File: config.mk
export PLATFORM = sky130hd
export DESIGN_NAME = pwm_multi_ch
export DESIGN_NICKNAME = d
export VERILOG_FILES = /design/src/rtl/pwm_multi_ch.sv
export SDC_FILE = /design/constraint.sdc
export NUM_CORES = 1
export LEC_CHECK = 0
export CORE_MARGIN = 2
export CORE_UTILIZATION = 50
export CTS_CLUSTER_SIZE = 25
export DETAILED_ROUTE_END_ITERATION = 10
export HOLD_SLACK_MARGIN = 0.03
export PLACE_DENSITY = 0.73
export SLEW_MARGIN = 30
export SYNTH_ARGS = -nofsm -noshare
export SYNTH_HDL_FRONTEND = slang
export SYNTH_SLANG_ARGS = --single-unit
File: constraint.sdc
create_clock -name clk -period 4.5 [get_ports clk]
set_input_delay 1.125 -clock clk [delete_from_list [all_inputs] [get_ports clk]]
set_output_delay 1.125 -clock clk [all_outputs]
set_load 0.02 [all_outputs]
File: src/rtl/pwm_multi_ch.sv
// ---------------------------------------------------------------------------
// PwmMultiCh -- multi-channel PWM generator sharing one prescaled timebase.
//
// Every channel has a shadow duty register, written at any time through a
// one-clk strobe, and an active duty register that only changes at the
// period wrap. Duty and frequency changes therefore never land mid-period.
//
// Optional feature macro: PWM_MULTI_CH_CENTER_ALIGN_EN
//   undefined : edge-aligned counting 0..STEPS-1, 0, ...
//   defined   : center-aligned counting 0..STEPS-1, STEPS-2..1, 0, ...
//
// Parameters
//   CH    number of PWM channels
//   STEPS duty resolution in steps per edge-aligned period (2..4096)
//   PSW   prescaler width
//   DW    derived per-channel duty width, clog2(STEPS+1)
//
// Ports
//   clk          system clock, all logic on posedge
//   rstn         asynchronous active-low reset
//   en           timebase run enable
//   prescale     clocks per step minus 1, taken at each wrap
//   duty_in      packed duty words, channel i at [i*DW +: DW]
//   duty_wr      per-channel write strobes
//   pwm_out      registered PWM outputs
//   duty_pending shadow written but not yet active
//   period_tick  one-clk pulse in the clk after each period wrap
// ---------------------------------------------------------------------------
module pwm_multi_ch #(
    parameter int CH    = 4,
    parameter int STEPS = 100,
    parameter int PSW   = 16,
    localparam int DW   = $clog2(STEPS + 1)
) (
    input  logic              clk,
    input  logic              rstn,
    input  logic              en,
    input  logic [PSW-1:0]    prescale,
    input  logic [CH*DW-1:0]  duty_in,
    input  logic [CH-1:0]     duty_wr,
    output logic [CH-1:0]     pwm_out,
    output logic [CH-1:0]     duty_pending,
    output logic              period_tick
);

    localparam logic [DW-1:0] LAST_CNT = DW'(STEPS - 1);

    logic [PSW-1:0]         r_presc;
    logic [PSW-1:0]         r_prescAct;
    logic [DW-1:0]          r_cnt;
    logic [CH-1:0][DW-1:0]  r_shadow;
    logic [CH-1:0][DW-1:0]  r_active;
    logic [CH-1:0]          r_pwm;
    logic [CH-1:0]          r_pending;
    logic                   r_tick;

    logic                   w_step;
    logic                   w_wrap;
    logic [DW-1:0]          w_cntNext;

    // One step pulse per (prescale_act + 1) clks. The >= only matters as a
    // safety net; the prescaler is always reset whenever prescale_act moves.
    assign w_step = en && (r_presc >= r_prescAct);

`ifdef PWM_MULTI_CH_CENTER_ALIGN_EN
    logic r_down;
    logic w_downNext;

    // Up/down step counter. The period ends on the step from 1 into 0, so the
    // top value STEPS-1 is visited once and 0 is visited once per period.
    // With STEPS=2 there is no down leg: the step from 1 straight to 0 wraps.
    always_comb begin
        w_cntNext  = r_cnt;
        w_downNext = r_down;
        w_wrap     = 1'b0;
        if (w_step) begin
            if (!r_down) begin
                if (r_cnt == LAST_CNT) begin
                    if (STEPS == 2) begin
                        w_cntNext = '0;
                        w_wrap    = 1'b1;
                    end else begin
                        w_cntNext  = r_cnt - DW'(1);
                        w_downNext = 1'b1;
                    end
                end else begin
                    w_cntNext = r_cnt + DW'(1);
                end
            end else begin
                w_cntNext = r_cnt - DW'(1);
                if (r_cnt == DW'(1)) begin
                    w_downNext = 1'b0;
                    w_wrap     = 1'b1;
                end
            end
        end
    end

    // Direction restarts upwards whenever the timebase is stopped.
    always_ff @(posedge clk or negedge rstn) begin
        if (!rstn) begin
            r_down <= 1'b0;
        end else if (!en) begin
            r_down <= 1'b0;
        end else begin
            r_down <= w_downNext;
        end
    end
`else
    // Edge-aligned step counter 0..STEPS-1, wrapping back to 0.
    always_comb begin
        w_cntNext = r_cnt;
        w_wrap    = w_step && (r_cnt == LAST_CNT);
        if (w_step) begin
            w_cntNext = w_wrap ? '0 : r_cnt + DW'(1);
        end
    end
`endif

    // Shared timebase and registered outputs. While stopped everything is
    // parked at 0 and prescale_act follows the input so the first period
    // after enabling already runs at the requested rate.
    always_ff @(posedge clk or negedge rstn) begin
        if (!rstn) begin
            r_presc    <= '0;
            r_prescAct <= '0;
            r_cnt      <= '0;
            r_pwm      <= '0;
            r_tick     <= 1'b0;
        end else if (!en) begin
            r_presc    <= '0;
            r_prescAct <= prescale;
            r_cnt      <= '0;
            r_pwm      <= '0;
            r_tick     <= 1'b0;
        end else begin
            r_presc <= w_step ? '0 : r_presc + PSW'(1);
            r_cnt   <= w_cntNext;
            r_tick  <= w_wrap;
            if (w_wrap) begin
                r_prescAct <= prescale;
            end
            for (int i = 0; i < CH; i++) begin
                r_pwm[i] <= (r_cnt < r_active[i]);
            end
        end
    end

    // Per-channel duty registers. A write landing in the wrap clk (or while
    // stopped) goes straight through to active, so it is never left pending
    // and never lost behind the stale shadow value.
    always_ff @(posedge clk or negedge rstn) begin
        if (!rstn) begin
            r_shadow  <= '0;
            r_active  <= '0;
            r_pending <= '0;
        end else begin
            for (int i = 0; i < CH; i++) begin
                if (duty_wr[i]) begin
                    r_shadow[i] <= duty_in[i*DW +: DW];
                end
                if (!en || w_wrap) begin
                    r_active[i] <= duty_wr[i] ? duty_in[i*DW +: DW] : r_shadow[i];
                end
                if (!en) begin
                    r_pending[i] <= 1'b0;
                end else if (duty_wr[i]) begin
                    r_pending[i] <= !w_wrap;
                end else if (w_wrap) begin
                    r_pending[i] <= 1'b0;
                end
            end
        end
    end

    assign pwm_out      = r_pwm;
    assign duty_pending = r_pending;
    assign period_tick  = r_tick;

endmodule

==> metrics, run 1 <==
status=finished, final reports clean; Remaining DRCs=0; critical path capture point type=flop; post-CTS setup buffer count=0; worst path required time=roughly 4.8 ns; worst rel slew slack=about 54%; final setup vio count=0; top post-synthesis cells by count=dfrtp_1 (104), mux2_2 (72), inv_1 (43); power consumption=1900 µW; Startpoint Class=flop; Setup Crit Path Kind=flop to flop; Max-Cap Viols=0; initial antenna violation count=0; Reg area=2600 µm²; CTS tree=done; Peak VDD IR=0.207 mV; clock slew at reported path FFs=0.10 ns; Async S/R FF share, synth=100%; Core Region=approximately 9800 µm²; cell depth of the worst hold path=1; Hold Path End=r_shadow[11]; layout cells sized above 1=a little under a fifth; Hold Crit Start=r_shadow[11]; Post-DP HPWL=roughly 6500 µm; start of the worst register-to-register path=r_presc[11]; FF+latch count, synth=about 100; Sink Count=104; TritonCTS Buffers=9; Final Skew=0.0102 ns; post-route ant nets=0; die area=about 11000 µm²; Avg Vias per Cell=5.16; Worst Setup SP=r_presc[11]; first-pass GRT wire length=about 16000 µm; Starting Density=51.7%; vias after detailed routing=~3200; largest area contributor in the netlist=dfrtp_1; Synthesized Nets=520; Tcrit/Tclk final=70.9%; DRT iter0 DRCs=110; worst skew pair latency=~0.37 ns; FF-to-FF End=r_prescAct[9]; synth-to-layout area growth=17.4%; GRT overflow=0; Cell Area, Synth=slightly above 5000 µm²; Final Hold Viols=0; Routability Congestion=roughly 0.8; Crit path arrival time=between 3 and 4 ns; Post-synth EDFFs=0; power per cell area=approximately 320 nW/µm²; worst-path fanout max=37; max frequency=around 310 MHz; Buffers on Ports=between 50 and 60; Area contributors post-synth=dfrtp_1 (51%), mux2_2 (16%), ha_1 (10%), inv_1 (3.2%), nor2_1 (2.4%); Multi-input gate area=roughly 2200 µm²; Die Y-Extent=approximately 100 µm; largest net degree at the start of global routing=77; Routed WL=around 9000 µm; Post-Syn Instances=427; static leakage=0.00277 µW; H-tree levels=3; Layout fillers=~830; most frequent cell after synthesis=dfrtp_1; Syn Area/Cell=about 12 µm²; R2R Setup Slk=around 1.3 ns; GRT Total Usage=roughly 18%; register area share after synthesis=just over 50%; vias in the first global route=around 3300; width of the chip=approximately 100 µm; Ant. Diodes=0; hold_buf cts=0; Synth cell types=34; FP Rows=36; Post-CTS Resized=0; Root Driver=clkbuf_8; Yosys top cell area share=around 50%; Final #Nets=580; Hold WC Path Type=flop to flop; synth warn=0; R2R depth=8; Pre-antenna DRT Iters=4; WL per Instance=about 14 µm; # IOs=60; Max clock buf depth=2; max-slew violation count=0; setup TNS=0 ns; Synth Flop Type=dfrtp_1; Worst-Margin Slew=0.693 ns; fin crit period=3.19 ns; RSZ-0062 raised after global routing=false
layout make-up:
class,instances,share of cell area [%]
Clock buffer,12,2.27
Tap cell,133,2.79
Inverter,43,2.71
Multi-Input combinational cell,268,37.5
Clock inverter,4,0.882
Sequential cell,104,43.7
Timing Repair Buffer,61,10.2
worst max path at each step:
stage / end
after floorplan: r_prescAct[0]
after global placement: r_cnt[6]
after detailed placement: r_cnt[6]
after CTS: r_active[17]
after global routing: r_prescAct[7]
final: r_prescAct[9]
worst max-delay path, stage by stage, from the launching register on:
cell and delay (ns):
dfrtp_1 0.45, ha_1 0.33, nand2_1 0.11, o21a_1 0.21, o21ai_0 0.42, a21oi_2 0.14
o21ai_4 0.49, buf_4 0.51, mux2_2 0.39
through the flow:
stage / util (%) / area (µm²) / worst slack, ns / cells / hold WS [ns]
2_1_floorplan: - / 5070 / 2.22 / 427 / 0.468
4_1_cts: 60.6 / 5950 / 1.36 / 625 / 0.506
3_3_place_gp: 58.7 / 5760 / 1.27 / 609 / 0.481
5_1_grt: 60.7 / 5960 / 1.09 / 625 / 0.519
6_report: 60.7 / 5960 / 1.31 / 625 / 0.500
3_5_place_dp: 58.7 / 5760 / 1.23 / 609 / 0.485
kinds of logic (layout without fill, tap and decap cells):
kind of cell | Yosys count | count (layout) | share of synthesized area [%]
XOR/XNOR | 14 | 14 | 2.42
flip-flops | 104 | 104 | 51.3
buffers and inverters | 55 | 120 | 4.83
AND/OR/NAND/NOR | 94 | 94 | 9.17
AO/OA/AOI/OAI | 44 | 44 | 5.55
multiplexers | 74 | 74 | 16.4
adder cells (fa/ha/maj) | 42 | 42 | 10.4
metal layers:
metal  routed length [µm]  global-route usage (%)
met4                  149                    6.48
met1                 3950                    22.0
met3                  359                    4.62
met2                 4580                    29.9
met5                    0                       0
sequential cells by signal, indices dropped and copies added, names as in the netlist:
signal,count
r_active,28
r_shadow,28
r_prescAct,16
r_presc,16
r_cnt,7
duty_pending,4
pwm_out,4
period_tick,1
layout by cell type (no fill, tap or decap), types with 8 or more instances in the layout:
cell type	n
a21oi_1	19
clkbuf_8	9
clkdlybuf4s50_1	58
dfrtp_1	104
ha_1	42
inv_1	43
mux2_2	72
nand2_1	16
nand3_1	9
nor2_1	33
nor2b_1	8
o21ai_0	11
xor2_1	11
power by group:
part           switching, µW  total, µW  internal, µW
registers               37.5       1050          1020
logic                    124        274           151
clock network            308        570           261
total                    469       1900          1430
Note: power is estimated with default switching activity, not from simulation.
==> run 2, diff against run 1 <==
--- a/config.mk
+++ b/config.mk
@@ -10,7 +10,7 @@
 export CTS_CLUSTER_SIZE = 25
 export DETAILED_ROUTE_END_ITERATION = 10
 export HOLD_SLACK_MARGIN = 0.03
-export PLACE_DENSITY = 0.73
+export PLACE_DENSITY = 0.75
 export SLEW_MARGIN = 30
 export SYNTH_ARGS = -nofsm -noshare
 export SYNTH_HDL_FRONTEND = slang
==> constraint.sdc (replaced) <==
create_clock -name clk -period 2.75 [get_ports clk]
set_input_delay 0.6875 -clock clk [delete_from_list [all_inputs] [get_ports clk]]
set_output_delay 0.6875 -clock clk [all_outputs]
set_load 0.02 [all_outputs]
==> metrics, run 2 (same netlist as run 1, synthesis figures left out) <==
status=finished, final reports clean; power per cell area=between 500 and 600 nW/µm²; static leakage=0.00282 µW; clock slew at reported path FFs=around 0.10 ns; H-tree levels=3; Starting Density=51.7%; Max-Cap Viols=0; Peak VDD IR=around 0.25 mV; Post-CTS Resized=0; first-pass GRT wire length=roughly 15000 µm; CP top delay family=compound AO/OA/AOI/OAI gates; hold_buf cts=0; Avg Vias per Cell=between 5 and 6; GRT overflow=0; largest registers=r_active (28), r_shadow (28); largest net degree at the start of global routing=52; setup TNS=0 ns; worst rel slew slack=a little under two thirds; Routed WL=8960 µm; final setup vio count=0; Startpoint Class=flop; post-route ant nets=0; Max clock buf depth=2; Post-DP HPWL=between 6000 and 7000 µm; cell breakdown of the critical path=ha_1 -> nand2_1 -> o21a_1 -> o21ai_0 -> a21oi_2 -> o21ai_4 -> buf_12 -> mux2_2; Final #Nets=roughly 600; Final Hold Viols=0; Remaining DRCs=0; Worst-Margin Slew=0.541 ns; Routability Congestion=0.831; initial antenna violation count=0; critical path capture point type=flop; CP max stage cell=dfrtp_1; Placed Instances=slightly above 600; Final Skew=around 0.012 ns; RSZ-0062 raised after global routing=false; Crit path arrival time=roughly 2.8 ns; vias after detailed routing=3276; max-slew violation count=0; TritonCTS Buffers=9; layout cells sized above 1=between 10% and 20%; CTS tree=done; worst-path fanout max=45; # IOs=60; vias in the first global route=between 3000 and 4000; Ant. Diodes=0; die area=11000 µm²; Layout Cells excl Fill=628; CP bufs+invs=1; FP Rows=36; post-CTS setup buffer count=0; Die Y-Extent=between 100 and 150 µm; slowest stage delay, CP=about 0.45 ns; synth-to-layout area growth=19.4%; Tcrit/Tclk final=between 90% and 100%; worst skew pair latency=roughly 0.37 ns; DRT iter0 DRCs=119; Buffers on Ports=59; WL per Instance=about 14 µm; Hold WC Path Type=primary input to asynchronous set/reset pin; worst path required time=roughly 3.0 ns; Setup Crit Path Kind=flop to flop; Root Driver=clkbuf_8; width of the chip=about 100 µm; Pre-antenna DRT Iters=4; fin crit period=~2.5 ns; commonest cells after routing, fill and taps aside=dfrtp_1 (104), mux2_2 (72), clkdlybuf4s50_1 (58), inv_1 (43), ha_1 (42); Core Region=approximately 9800 µm²; most common cell after layout, fill and taps aside=dfrtp_1; Sink Count=between 100 and 150; max frequency=~400 MHz; GRT Total Usage=between 15 and 20%
## run 2: changes by cell type in the layout (fill, tap and decap cells not counted), moves of 2 or more
cell,delta
buf_12,+2
buf_4,+2
clkbuf_1,-3
clkinv_4,+2
bufinv_16,+2
## run 2: report_power, final
group          total, µW  internal [µW]  switching, µW
Clock               1150            614            535
Sequential          1730           1660           62.0
Combinational        454            253            202
Total               3330           2530            798
## run 2: cell type report
| type | count | area (µm²) |
|---|---|---|
| Inverter | 43 | 161 |
| Fill cell | 811 | 3760 |
| Timing Repair Buffer | 64 | 651 |
| Clock inverter | 7 | 125 |
| Sequential cell | 104 | 2600 |
| Tap cell | 133 | 166 |
| Clock buffer | 9 | 124 |
| Multi-Input combinational cell | 268 | 2230 |
## run 2: per-layer routing
layer	GRT usage, %	wire length (µm)	vias up
met1	22.3	4010	1626
met3	3.93	339	16
met4	5.62	148	0
met2	29.4	4450	58
li1	-	-	1576
met5	0	0	-
## run 2: worst paths after layout
path                                       from               to  slack, ns  cells after the start
worst max-delay path                r_presc[11]      r_active[8]       0.21                      8
worst min-delay path                       rstn    r_prescAct[9]       0.24                      1
worst max register to register      r_presc[11]      r_active[8]       0.21                      8
worst min register to register  duty_pending[3]  duty_pending[3]       0.50                      2
max in group asynchronous                  rstn     r_shadow[19]       1.85                      2
min in group clk                duty_pending[3]  duty_pending[3]       0.50                      2
## run 2: stage by stage
stage / worst slack (ns) / area [µm²] / util, % / total power [µW] / hold WS [ns]
floorplan: 0.467 / 5070 / - / 2030 / 0.392
global placement: 0.366 / 5810 / 59.1 / 2190 / 0.479
detailed placement: 0.268 / 5810 / 59.1 / 2220 / 0.484
CTS: 0.231 / 6060 / 61.7 / 3360 / 0.252
global route: 0.0963 / 6060 / 61.7 / 3500 / 0.261
finish: 0.205 / 6060 / 61.7 / 3330 / 0.244
